--- config.mk ---
export PLATFORM = sky130hd
export DESIGN_NAME = thirty_two_bit_divide_flat
export DESIGN_NICKNAME = d
export VERILOG_FILES = /design/src/rtl/thirty_two_bit_divide_if.sv /design/src/rtl/thirty_two_bit_divide.sv /design/src/flat_wrapper.sv
export SDC_FILE = /design/constraint.sdc
export NUM_CORES = 1
export LEC_CHECK = 0
export CAP_MARGIN = 20
export CELL_PAD_IN_SITES_DETAIL_PLACEMENT = 1
export CELL_PAD_IN_SITES_GLOBAL_PLACEMENT = 2
export CORE_MARGIN = 2
export CORE_UTILIZATION = 37
export DETAILED_ROUTE_END_ITERATION = 10
export PLACE_DENSITY = 0.95
export SLEW_MARGIN = 20
export SYNTH_ARGS = -nofsm -noshare
export SYNTH_HDL_FRONTEND = slang
export SYNTH_SLANG_ARGS = --single-unit
--- constraint.sdc ---
create_clock -name clk -period 7.3 [get_ports clk]
set_input_delay 1.46 -clock clk [delete_from_list [all_inputs] [get_ports clk]]
set_output_delay 1.46 -clock clk [all_outputs]
set_load 0.03 [all_outputs]
--- src/rtl/thirty_two_bit_divide_if.sv ---
// Start/ready/exception handshake shared by the multiply and divide units.
// The controller (master) drives operands and the start strobe; the divider (slave) returns results.
interface thirty_two_bit_divide_if #(parameter int WIDTH = 32);
  logic [WIDTH-1:0] A;
  logic [WIDTH-1:0] B;
  logic             do_div;
  logic [WIDTH-1:0] out;
  logic [WIDTH-1:0] remainder;
  logic             value_ready;
  logic             exception;
  logic             busy;

  modport master (
    output A, B, do_div,
    input  out, remainder, value_ready, exception, busy
  );

  modport slave (
    input  A, B, do_div,
    output out, remainder, value_ready, exception, busy
  );
endinterface

--- src/rtl/thirty_two_bit_divide.sv ---
// Multi-cycle signed divider: restoring shift-subtract on magnitudes, one quotient bit per clock,
// followed by a sign fix-up (truncating quotient, remainder takes the dividend's sign).
//
// state | meaning
// IDLE  | no operation since reset
// RUN   | iterating; with counter at zero the next edge registers the result
// DONE  | result and flags held until do_div or reset
module thirty_two_bit_divide #(
  parameter int WIDTH = 32
) (
  input logic                  clk,
  input logic                  clrn,
  thirty_two_bit_divide_if.slave dif
);

  localparam int CW = $clog2(WIDTH + 1);
  localparam logic [WIDTH-1:0] INT_MIN = {1'b1, {(WIDTH-1){1'b0}}};

  typedef enum logic [1:0] {IDLE, RUN, DONE} state_t;

  state_t           state_q, state_d;
  logic [WIDTH-1:0] dvd_q, dvs_q, prem_q;
  logic [CW-1:0]    cnt_q;
  logic             sign_q_q, sign_r_q, dbz_q, ovf_q;
  logic [WIDTH-1:0] out_q, rem_q;
  logic             ready_q, exc_q;

  logic [WIDTH-1:0] a_mag, b_mag;
  logic             b_zero, ovf_start;
  logic [WIDTH:0]   rem_shift;
  logic [WIDTH+1:0] trial;
  logic             trial_ok;
  logic [WIDTH-1:0] q_fix, r_fix;

  always_comb begin
    a_mag     = dif.A[WIDTH-1] ? -dif.A : dif.A;
    b_mag     = dif.B[WIDTH-1] ? -dif.B : dif.B;
    b_zero    = (dif.B == '0);
    ovf_start = (dif.A == INT_MIN) && (dif.B == '1);
    rem_shift = {prem_q, dvd_q[WIDTH-1]};
    // Extra borrow bit keeps the compare exact when |B| has its MSB set.
    trial     = {1'b0, rem_shift} - {2'b00, dvs_q};
    // A non-negative trial is always below |B|, so its top two bits are zero.
    trial_ok  = (trial[WIDTH+1:WIDTH] == 2'b00);
    q_fix     = sign_q_q ? -dvd_q : dvd_q;
    r_fix     = sign_r_q ? -prem_q : prem_q;
  end

  always_ff @(posedge clk or negedge clrn) begin
    if (!clrn) state_q <= IDLE;
    else       state_q <= state_d;
  end

  always_comb begin
    state_d = state_q;
    if (dif.do_div)
      state_d = RUN;
    else if (state_q == RUN && cnt_q == '0)
      state_d = DONE;
  end

  always_ff @(posedge clk or negedge clrn) begin
    if (!clrn) begin
      dvd_q    <= '0;
      dvs_q    <= '0;
      prem_q   <= '0;
      cnt_q    <= '0;
      sign_q_q <= 1'b0;
      sign_r_q <= 1'b0;
      dbz_q    <= 1'b0;
      ovf_q    <= 1'b0;
      out_q    <= '0;
      rem_q    <= '0;
      ready_q  <= 1'b0;
      exc_q    <= 1'b0;
    end else if (dif.do_div) begin
      dvd_q    <= a_mag;
      dvs_q    <= b_mag;
      // Divide-by-zero parks |A| in the remainder so the sign fix-up returns A unchanged.
      prem_q   <= b_zero ? a_mag : '0;
      cnt_q    <= b_zero ? '0 : CW'(WIDTH);
      sign_q_q <= dif.A[WIDTH-1] ^ dif.B[WIDTH-1];
      sign_r_q <= dif.A[WIDTH-1];
      dbz_q    <= b_zero;
      ovf_q    <= ovf_start;
      ready_q  <= 1'b0;
      exc_q    <= 1'b0;
    end else if (state_q == RUN) begin
      if (cnt_q != '0) begin
        prem_q <= trial_ok ? trial[WIDTH-1:0] : rem_shift[WIDTH-1:0];
        dvd_q  <= {dvd_q[WIDTH-2:0], trial_ok};
        cnt_q  <= cnt_q - CW'(1);
      end else begin
        out_q   <= dbz_q ? '1 : q_fix;
        rem_q   <= r_fix;
        ready_q <= 1'b1;
        exc_q   <= dbz_q | ovf_q;
      end
    end
  end

  assign dif.out         = out_q;
  assign dif.remainder   = rem_q;
  assign dif.value_ready = ready_q;
  assign dif.exception   = exc_q;
  assign dif.busy        = (state_q == RUN);

endmodule
--- src/flat_wrapper.sv ---
// flat-port wrapper written by rule: the top's interface ports become plain ports
module thirty_two_bit_divide_flat 
#(
  parameter int WIDTH = 32
)
  (clk, clrn, dif_A, dif_B, dif_do_div, dif_out, dif_remainder, dif_value_ready, dif_exception, dif_busy);
  thirty_two_bit_divide_if #(.WIDTH(WIDTH)) dif_i ();
  input logic clk;
  input logic clrn;
  input wire logic [$bits(dif_i.A)-1:0] dif_A;
  input wire logic [$bits(dif_i.B)-1:0] dif_B;
  input wire logic [$bits(dif_i.do_div)-1:0] dif_do_div;
  output wire logic [$bits(dif_i.out)-1:0] dif_out;
  output wire logic [$bits(dif_i.remainder)-1:0] dif_remainder;
  output wire logic [$bits(dif_i.value_ready)-1:0] dif_value_ready;
  output wire logic [$bits(dif_i.exception)-1:0] dif_exception;
  output wire logic [$bits(dif_i.busy)-1:0] dif_busy;
  assign dif_i.A = dif_A;
  assign dif_i.B = dif_B;
  assign dif_i.do_div = dif_do_div;
  assign dif_out = dif_i.out;
  assign dif_remainder = dif_i.remainder;
  assign dif_value_ready = dif_i.value_ready;
  assign dif_exception = dif_i.exception;
  assign dif_busy = dif_i.busy;
  thirty_two_bit_divide #(.WIDTH(WIDTH)) u_core (.clk(clk), .clrn(clrn), .dif(dif_i));
endmodule
After elaboration in Yosys (flattened, before gate mapping)
Index checks and enable logic that the tools add are counted.
Storage, ports and cells
  word-level logic and storage cells: 64
  output and inout port bits: 67
  input port bits: 67
  bits in registers: 174
Operators by class
  eq/ne operators: 4
  reductions and logical operators: 12
  bitwise operators: 4
  add/sub/neg operators: 6
  muxes and demuxes: 25
Operators by type and width (count)
  two-way mux 32 bit: 13
  negation 32 bit: 4
  == test 32 bit (second input constant): 2
  subtractor 33 x 32 -> 34 bit: 1
  zero test 32 bit: 1
  two-way mux 6 bit: 4
  zero test 6 bit: 1
  two-way mux 1 bit: 6
  nonzero test 2 bit: 3
  nonzero test 6 bit: 1
  subtractor 6 x 1 -> 6 bit (second input constant): 1
  two-way mux 2 bit: 2
  AND reduction 2 bit: 2
  AND reduction 3 bit: 1
  == test 2 x 1 -> 1 bit (second input constant): 1
  logical AND 1 bit: 2
  zero test 2 bit: 1
  != test 2 bit (second input constant): 1
  NOT 1 bit: 2
  bitwise OR 1 bit: 1
  XOR 1 bit: 1

Logic depth before layout (Yosys ltp)
  depth in word-level cells: 6
  depth in mapped cells: 14

Least setup slack after synthesis
No wires, ideal clock.
  path type: input to register
  start: input port dif_B[25]
  end: register u_core.prem_q[25]
  path buffers: 1
  data arrival time: 3.893 ns
  stages: 9
  setup slack: 3.343 ns
  data required time: 7.236 ns
  path through: or3_1 > or3_1 > or3_1 > nor2_1 > nor4b_1 > clkbuf_1 > a21oi_1 > a21oi_1 > o21a_1
On the way
  longest elaborated chain between the ends: 3
RTL lines
  from (decl): RTL line flat_wrapper.sv:11  | input wire logic [$bits(dif_i.B)-1:0] dif_B;
  zero test 32 bit: RTL line thirty_two_bit_divide.sv:38  | b_zero = (dif.B == '0);
  two-way mux 32 bit: RTL line thirty_two_bit_divide.sv:80  | prem_q <= b_zero ? a_mag : '0;
  two-way mux 32 bit: RTL line thirty_two_bit_divide.sv:76  | end else if (dif.do_div) begin
  to (signal assigned): RTL line thirty_two_bit_divide.sv:80
  to (signal assigned): RTL line thirty_two_bit_divide.sv:90  | prem_q <= trial_ok ? trial[WIDTH-1:0] : rem_shift[WIDTH-1:0];
  to (decl): RTL line thirty_two_bit_divide.sv:22  | logic [WIDTH-1:0] dvd_q, dvs_q, prem_q;
Every way passes these cells.
A chain may end at the register's enable or synchronous reset.

Worst setup path in the final report
  start: register u_core.dvd_q[31]
  end: register u_core.prem_q[31]
On the way
  longest elaborated chain between the ends: 6
RTL lines
  from (decl): RTL line thirty_two_bit_divide.sv:22
  from (signal assigned): RTL line thirty_two_bit_divide.sv:77  | dvd_q <= a_mag;
  from (signal assigned): RTL line thirty_two_bit_divide.sv:91  | dvd_q <= {dvd_q[WIDTH-2:0], trial_ok};
  subtractor 33 x 32 -> 34 bit *: RTL line thirty_two_bit_divide.sv:42  | trial = {1'b0, rem_shift} - {2'b00, dvs_q};
  zero test 2 bit: RTL line thirty_two_bit_divide.sv:44  | trial_ok = (trial[WIDTH+1:WIDTH] == 2'b00);
  two-way mux 32 bit *: RTL line thirty_two_bit_divide.sv:90
  two-way mux 32 bit *: RTL line thirty_two_bit_divide.sv:89  | if (cnt_q != '0) begin
  two-way mux 32 bit *: RTL line thirty_two_bit_divide.sv:88  | end else if (state_q == RUN) begin
  two-way mux 32 bit *: RTL line thirty_two_bit_divide.sv:76
Mark *: on every way between the ends. The rest lies on a longest branch, timed or not. The select of a mux whose other input is x is not followed.

==> key figures <==
Worst setup path
  • Crit-path cells: inv_1, ha_1, inv_1, fa_1, a211oi_1, o211ai_1, a21oi_1, a2111oi_0, o31ai_1, o211ai_1, a2111oi_0, nor2_1
  • Crit path required time: 7610 ps
  • CP max stage cell: a2111oi_0
  • Worst endpoint data arrival time: 4560 ps
  • Crit-path leading delay family: compound AO/OA/AOI/OAI gates
  • Crit end category: register
  • Setup CP Type: reg2reg
  • Crit Path Max Fanout: 10
  • Max incr delay on CP: 550 ps
  • Critical path launch point type: register
  • Buf/Inv on CP: 2

GRT
  • GRT overflow: 0
  • Tot GR Track Use: 24.37%
  • Initial antenna violation count: 0
  • First-pass GRT wire length: 63740 um
  • Vias in the first global route: 11300
  • Largest net degree at the start of global routing: 106

Timing
  • Slew @ Worst Pin: 1029 ps
  • Clock Skews: 15.42 ps
  • Max Slew Vio Count: 0
  • Slew headroom: 31.07%
  • Min cycle time layout: 4248 ps
  • Final setup TNS: 0 ps
  • Min Hold Slack: 486.8 ps
  • Final Hold Viols: 0
  • Setup Viol. Count Final: 0
  • Tcrit/Tclk final: 58.20%
  • Unrepaired setup endpoints after global routing: no
  • Fmax: 0.2354 GHz

Outcome
  • Status: complete, no violations

Placement
  • DP Area: 13410 sq um
  • PortBufs: 133
  • RePlAce Congestion: 0.8709
  • Dpl hpwl: 29750 um

Power and ir drop
  • Net Sw Frac: 44.37%
  • Sequential share of power: 32.2%
  • Internal power: 2.746 mW
  • Sw Pwr: 2.190 mW
  • Pwr/cell area: 351.4 nW/um^2
  • Maximum VDD drop: 0.1839 mV
  • Clock power frac: 20.4%
  • Lkg Pwr: 5.841 nW
  • Tot Pwr: 4.935 mW
  • Combinational share of power: 47.5%

Finish
  • Final nets: 1604
  • Most frequent cells in the layout: 174 x dfrtp_1, 159 x nor2_1, 155 x a21oi_1, 133 x nand2_1, 130 x clkdlybuf4s50_1
  • Core Util, Final: 44.74%
  • Share of cells above drive strength 1: 4.765%
  • Area delta synth->final: 19.43%
  • Final Instance Area: 14040 sq um
  • Most common cell after layout, fill and taps aside: dfrtp_1

Floorplan
  • Height of the chip: 182.3 um
  • Die width: 182.3 um
  • Core footprint: 31390 sq um
  • Total die area: 33230 sq um
  • Initial Util: 37.46%
  • Ports: 134
  • Number of cell rows: 65

Detailed routing
  • DR vias: 11140
  • First drt pass iteration count: 5
  • Routed wire length per instance: 20.96 um
  • Post-route ant nets: 0
  • Routed vias/inst: 5.820
  • DRC viols: 0
  • First DRT Iteration DRCs: 655
  • Final wirelength: 40120 um

Run
  • Max-cap violation count: 0

Clock network
  • CTS Root Cell: clkbuf_16
  • H-tree depth: 4
  • Clock-pin slew of the registers on the worst-case setup and hold paths: 80 ps
  • Max Root-Sink Buffers: 2
  • Post-cts resize count: 0
  • CTS tree: built
  • Cts hold-fix bufs: 0
  • Sink Count: 174
  • Post-CTS Setup Bufs: 0
  • Num CTS Buffers: 17
  • Latest clock arrival within the worst-skew pair: 450 ps

Synthesis
  • Post-synthesis register bit count: 174
  • Synth cell types: 58
  • Syn Std Cell Area: 11760 sq um
  • Prevailing post-synth register cell: dfrtp_1
  • Syn avg cell area: 8.317 sq um
  • Async set or reset register ratio after synthesis: 100.0%
  • Cells after Synth: 1414
  • Syn. warnings: 0
  • Synthesized Nets: 1520
  • EDFF count, synth: 0
  • Sequential fraction of the synthesis area: 37.03%

Min path
  • Hold WC Path Type: reg2reg
==> cell type report <==
type                            instances  area [sq um]
Multi-Input combinational cell       1100          6900
Tap cell                              402         503.0
Sequential cell                       174          4354
Clock buffer                           17         425.4
Timing Repair Buffer                  147          1430
Fill cell                            3740         17350
Inverter                               58         217.7
Clock inverter                         15         211.5
Antenna cell                            1         2.502
==> final timing paths <==
kind	startpoint	cells past startpoint	to	slack, ps
worst max-delay path	u_core.dvd_q[31]	12	u_core.prem_q[31]	3050
worst min register to register	u_core.state_q[0]	2	u_core.state_q[0]	490
worst min-delay path	u_core.state_q[0]	2	u_core.state_q[0]	490
min in group asynchronous	clrn	1	u_core.dif.out[7]	1150
max in group asynchronous	clrn	2	u_core.dif.remainder[25]	4600
worst max register to register	u_core.dvd_q[31]	12	u_core.prem_q[31]	3050
==> power groups by stage <==
stage                     registers, mW  clock network, mW  logic (mW)
final                              1.59               1.01        2.34
after global routing               1.63               1.06        2.56
after CTS                          1.58               1.02        2.35
after detailed placement           1.60                  0        2.33
after global placement             1.59                  0        2.27
after floorplan                    1.87                  0        1.19
==> worst register-to-register path, cell delays in order, from the launching register on <==
cell	delay [ps]
dfrtp_1	450
inv_1	140
ha_1	230
inv_1	90
fa_1	420
a211oi_1	320
o211ai_1	210
a21oi_1	540
a2111oi_0	270
o31ai_1	340
o211ai_1	480
a2111oi_0	550
nor2_1	90
==> layer usage <==
metal  track usage, %  up-vias  share of wire (%)
li1                 -     5229                  -
met1            33.01     5604                 46
met2            40.23      253                 47
met3            3.672       54                4.3
met4            7.548        0                2.1
met5                0        -                  0
==> metrics by stage <==
stage | setup WS [ps] | std cells
global route | 2764 | 1913
floorplan | 3343 | 1414
global placement | 2777 | 1881
finish | 3052 | 1914
CTS | 3109 | 1913
detailed placement | 2642 | 1881
==> kinds of logic after synthesis <==
group	Yosys count	share of synthesized area, %
muxes	37	3.192
buffers and inverters	140	4.479
AOI/OAI and AO/OA	412	21.37
DFF	174	37.03
adders and majority gates	39	4.213
and+or+nand+nor	466	18.84
xor gates and xnor gates	146	10.87
==> cells in the mapped netlist (15+ instances only) <==
cell / instances / area (sq um)
a21oi_1: 155 / 775.7
a22oi_1: 16 / 120.1
a31oi_1: 29 / 181.4
buf_1: 16 / 60.06
clkbuf_1: 65 / 244.0
dfrtp_1: 174 / 4354
ha_1: 38 / 475.5
inv_1: 57 / 214.0
mux2i_1: 33 / 330.3
nand2_1: 133 / 499.2
nand3_1: 20 / 100.1
nand4_1: 21 / 131.4
nor2_1: 161 / 604.3
nor3_1: 24 / 120.1
o21ai_0: 87 / 435.4
o31ai_1: 36 / 270.3
o41ai_1: 20 / 175.2
or3_1: 15 / 93.84
or4_1: 19 / 142.6
xnor2_1: 52 / 455.4
xor2_1: 94 / 823.3
==> flip-flops by register name (all words and copies together) (netlist names) <==
signal	count
u_core.sign_q_q	1
u_core.cnt_q	6
u_core.dvs_q	32
u_core.dif.exception	1
u_core.dif.remainder	32
u_core.dif.out	32
u_core.state_q	2
u_core.dbz_q	1
u_core.dvd_q	32
u_core.ovf_q	1
u_core.prem_q	32
u_core.dif.value_ready	1
u_core.sign_r_q	1
(Power assumes the default switching activity.)
